--- src/rtl/const_counter.sv ---
// Parametrised constant / sequence source: holds INIT, loads, clears, or steps
// by STEP inside a [MIN, MAX] window with wrap or saturate at the window edges.
module const_counter #(
  parameter int unsigned      WIDTH = 32,
  parameter logic [WIDTH-1:0] INIT  = '0,
  parameter logic [WIDTH-1:0] MIN   = '0,
  parameter logic [WIDTH-1:0] MAX   = '1,
  parameter logic [WIDTH:0]   STEP  = {{WIDTH{1'b0}}, 1'b1},
  parameter bit               WRAP  = 1'b1
) (
  input  logic             clk,
  input  logic             reset,
  input  logic             clear,
  input  logic             load,
  input  logic [WIDTH-1:0] d,
  input  logic             en,
  input  logic             up,
  output logic [WIDTH-1:0] q,
  output logic             zero,
  output logic             at_edge,
  output logic             wrapped
);

  typedef struct packed {
    logic             edgeHit;
    logic [WIDTH-1:0] value;
  } stepResult_t;

  // The sum is one bit wider so q + STEP beyond 2^WIDTH-1 cannot alias back into range.
  function automatic stepResult_t stepUp(input logic [WIDTH-1:0] cur);
    stepResult_t    res;
    logic [WIDTH:0] sum;
    sum = {1'b0, cur} + STEP;
    if (sum <= {1'b0, MAX}) begin
      res.edgeHit = 1'b0;
      res.value   = sum[WIDTH-1:0];
    end else begin
      res.edgeHit = 1'b1;
      res.value   = WRAP ? MIN : MAX;
    end
    return res;
  endfunction

  function automatic stepResult_t stepDown(input logic [WIDTH-1:0] cur);
    stepResult_t    res;
    logic [WIDTH:0] floorVal;
    floorVal = {1'b0, MIN} + STEP;
    if ({1'b0, cur} >= floorVal) begin
      res.edgeHit = 1'b0;
      res.value   = cur - STEP[WIDTH-1:0];
    end else begin
      res.edgeHit = 1'b1;
      res.value   = WRAP ? MAX : MIN;
    end
    return res;
  endfunction

  // armed rises on the falling clock edge after reset release, so a release that
  // lands on a rising edge never lets that edge update q.
  logic armed;

  always_ff @(negedge clk or negedge reset) begin
    if (!reset) begin
      armed <= 1'b0;
    end else begin
      armed <= 1'b1;
    end
  end

  logic [WIDTH-1:0] nextQ;
  logic             nextWrapped;
  stepResult_t      stepRes;

  always_comb begin
    nextQ       = q;
    nextWrapped = 1'b0;
    stepRes     = up ? stepUp(q) : stepDown(q);
    if (clear) begin
      nextQ = INIT;
    end else if (load) begin
      nextQ = d;
    end else if (en) begin
      nextQ       = stepRes.value;
      nextWrapped = stepRes.edgeHit;
    end
  end

  always_ff @(posedge clk or negedge reset) begin
    if (!reset) begin
      q       <= INIT;
      wrapped <= 1'b0;
    end else if (armed) begin
      q       <= nextQ;
      wrapped <= nextWrapped;
    end
  end

  assign zero    = (q == '0);
  assign at_edge = up ? (q == MAX) : (q == MIN);

endmodule

--- config.mk ---
export PLATFORM = sky130hd
export DESIGN_NAME = const_counter
export DESIGN_NICKNAME = d
export VERILOG_FILES = /design/src/rtl/const_counter.sv
export SDC_FILE = /design/constraint.sdc
export NUM_CORES = 1
export LEC_CHECK = 0
export CAP_MARGIN = 20
export CORE_ASPECT_RATIO = 1.2
export CORE_MARGIN = 3
export CORE_UTILIZATION = 55
export CTS_CLUSTER_SIZE = 40
export DETAILED_ROUTE_END_ITERATION = 8
export PLACE_DENSITY = 0.85
export SLEW_MARGIN = 25
export SYNTH_ARGS = -nofsm -noshare
export SYNTH_HDL_FRONTEND = slang
export SYNTH_SLANG_ARGS = --single-unit
--- constraint.sdc ---
create_clock -name clk -period 5.1 [get_ports clk]
set_clock_uncertainty 0.15 [all_clocks]
set_input_delay 1.02 -clock clk [delete_from_list [all_inputs] [get_ports clk]]
set_output_delay 1.02 -clock clk [all_outputs]
set_load 0.01 [all_outputs]
# Word level (Yosys, flattened, before mapping)
# Index checks and enable logic that the tools add are counted.
# word_totals
out_inout_bits,35
ff_bits,34
inputBits,38
# op_classes
n_eq_ne,1
n_mux,10
n_reduce_logical,3
n_addsub,2
magnitude_cmp,2
# ops
operator,n
33-bit 2-to-1 mux,3
32-bit 2-to-1 mux,3
32-bit by 1-bit adder with 33-bit output (second input constant),1
33-bit by 32-bit <= comparator with 1-bit output (second input constant),1
32-bit == test (second input constant),1
32-bit by 1-bit greater-or-equal comparator with 1-bit output (second input constant),1
32-bit zero test,1
32-bit by 1-bit subtractor with 32-bit output (second input constant),1
1-bit 2-to-1 mux,4
3-bit nonzero test,1
2-bit AND reduction,1

# Depth between registers and ports, before layout
# depth
word_depth,7
ltp_mapped,14
mapped_depth_nobuf,11

==> metrics.yaml <==
status:
  status: "finished clean"
die:
  io_pins: 73
  initial_utilization_pct: 57.8
  die_area_um2: 7440
  core_area_um2: 6130
  die_w_um: 79.3
  die_height_um: 93.9
  rows: 31
synthesis:
  synth_top_area_share_pct: 23.3
  synth_seq_cells: 34
  yosys-top-cells-area: "dfrtp_1, nand2_1, a22oi_1"
  yosysUniqueCellTypes: 72
  syn_nets: 521
  avgSynthCellArea_um2: 7.41
  ys_async_sr_fraction_pct: 100
  synth_area_um2: 3540
  ys_seq_area_share_pct: 24.0
  yosys_warnings: 0
  postSynthCellCount: 478
  yosys.area.top_type: "dfrtp_1"
  synth_edf_count: 0
  synth_flop_cell: "dfrtp_1"
sta:
  maxSlewViolCount: 0
  period_share_pct: 92.9
  setup-violations-final: 0
  rsz0062_at_grt: "no"
  slew_headroom_pct: 50.1
  worst_slew_pin_slew_ps: 745
  period_minus_slack_ps: 4740
  finalHoldViolations: 0
  fmax_ghz: 0.211
  tns_ps: 0
power:
  power.leakage_nw: 1.50
  clkPwrFrac_pct: 21.5
  p_sw_share_pct: 40.8
  p_switching_mw: 0.420
  p_seq_share_pct: 39.6
  ir_worst_vdd_mv: 0.134
  p_per_area_nw_per_um2: 239
  intPower_mw: 0.609
  combPwrFrac_pct: 38.9
clock_network:
  cts_resized: 0
  cts_made_buffers: 5
  hold_buffers: 0
  clock_latency_ps: 300
  cts-root-buf: "clkbuf_8"
  cts_tree: "done"
  post_cts.repair.setup_buffers: 0
  path_clk_slew_ps: 80
  cts-htree-levels: 2
  cts.path.max_buffers: 2
  clkSinkCount: 34
run:
  cap_violations: 0
placement:
  dp_hpwl_um: 8480
  port_buffers: 72
  place.gp.congestion: 0.970
detailed_routing:
  antenna_left: 0
  vias: 4138
  totalWireLength_um: 12100
  via_per_inst: 6.84
  avgRoutedWirePerCell_um: 19.9
  drt-pass1-iter-count: 6
  drtIter0Drc: 410
  drc: 0
worst_setup_path:
  endpoint_kind: "primary output"
  required_ps: 3930
  start_kind: "register"
  critPathArrivalTime_ps: 3570
  cp-startpoint: "q[23]"
  cp_max_fo: 12
  reg2reg_from: "armed"
  crit_type: "reg -> out"
global_routing:
  antenna_found_initial: 0
  grt_pass1_vias: 3988
  grt_pass1_wl_um: 19400
  grt_start_max_net_pins: 60
  gr-total-overflow: 0
  grt_usage_pct: 32.9
layout:
  drive_gt1_share_pct: 8.99
  fin_nets: 565
  finish.utilization_pct: 70.2
  syn_to_final_growth_pct: 21.4
  diodes: 0
worst_hold_path:
  hold_path.class: "reg -> reg"
  hp-start: "wrapped"
area by class of cell:
type	instances	area, um2
Fill cell	559	1830
Tap cell	82	103
Clock inverter	1	5.00
Timing Repair Buffer	82	791
Multi-Input combinational cell	388	2420
Clock buffer	7	86.3
Inverter	11	41.3
Sequential cell	34	851
per-layer routing:
metal	GRT usage, %	vias up	share of wire, %	wire (um)
met4	19.1	0	4.2	506
met3	5.28	41	6.8	823
met1	38.9	1982	39	4730
met5	0	-	0	0
li1	-	1899	-	-
met2	55.7	216	50	6010
sequential cells by signal, summed over array words and instances, names as in the netlist:
name,cells
armed,1
q,32
wrapped,1
final timing paths:
kind	depth (start not counted)	slack (ps)	to
max in group asynchronous	1	1360	armed
min in group asynchronous	2	1180	q[11]
setup reg to reg	5	480	q[22]
hold / removal	2	410	wrapped
hold reg to reg	2	410	wrapped
setup / recovery	7	360	at_edge
power groups by stage:
| stage | sequential, mW | clock (mW) | combinational (mW) |
|---|---|---|---|
| floorplan | 0.361 | 0 | 0.274 |
| global placement | 0.407 | 0 | 0.386 |
| detailed placement | 0.408 | 0 | 0.394 |
| CTS | 0.403 | 0.221 | 0.396 |
| global route | 0.416 | 0.233 | 0.436 |
| finish | 0.408 | 0.221 | 0.400 |
placed cells by master (no fill, tap or decap), types with 6 or more instances in the layout:
| cell | netlist | final |
|---|---|---|
| clkdlybuf4s50_1 | 0 | 71 |
| nand2_1 | 46 | 46 |
| nor2_1 | 36 | 35 |
| dfrtp_1 | 33 | 33 |
| nor3_1 | 27 | 27 |
| o21ai_0 | 26 | 26 |
| a21oi_1 | 24 | 24 |
| a22oi_1 | 22 | 22 |
| nand3_1 | 21 | 21 |
| nand4_1 | 19 | 19 |
| a31oi_1 | 14 | 14 |
| nor4_1 | 13 | 13 |
| or3_1 | 12 | 12 |
| o21ai_1 | 12 | 11 |
| inv_1 | 11 | 11 |
| buf_4 | 3 | 10 |
| and3_1 | 9 | 9 |
| a211oi_1 | 8 | 8 |
| clkbuf_8 | 0 | 6 |
through the flow:
step,power [mW],hold WS [ps],worst slack (ps),cell area (um2),std cells
after CTS,1.02,414,423,4300,605
after floorplan,0.635,411,905,3540,478
after detailed placement,0.802,401,501,4210,597
final,1.03,413,364,4300,605
after global placement,0.793,401,571,4210,597
after global routing,1.08,428,242,4300,605
synth_stat cells, types with 3 or more instances:
cell type / number
nand2_1: 46
nor2_1: 36
dfrtp_1: 33
nor3_1: 27
o21ai_0: 26
a21oi_1: 24
clkbuf_1: 23
a22oi_1: 22
nand3_1: 21
nand4_1: 19
a31oi_1: 14
nor4_1: 13
o21ai_1: 12
or3_1: 12
buf_2: 11
inv_1: 11
and3_1: 9
a211oi_1: 8
a221o_1: 5
and2_1: 5
buf_6: 5
ha_1: 5
nand2b_1: 5
xnor2_1: 5
xor2_1: 5
o22ai_1: 4
a211oi_2: 3
a221oi_1: 3
buf_4: 3
nand4b_1: 3
o21ai_2: 3
or2_2: 3
or4_1: 3
or4_4: 3
cells by family after synthesis:
logic type	count (synthesis)	synth area share, %
simple gates	223	35.1
compound gates	148	28.5
buf+inv	56	7.77
flops	34	24.0
xor+xnor	10	2.47
fa+ha+maj	5	1.77
other cells	1	0.106
mux	1	0.318
worst max-delay path: stages, from the launching register on:
cell	delay, ps
dfrtp_1	530
or4_4	570
or3_1	390
or4_1	570
nor4_1	420
nand2_1	90
o21ai_0	110
clkdlybuf4s50_1	590
(Power assumes the default switching activity.)
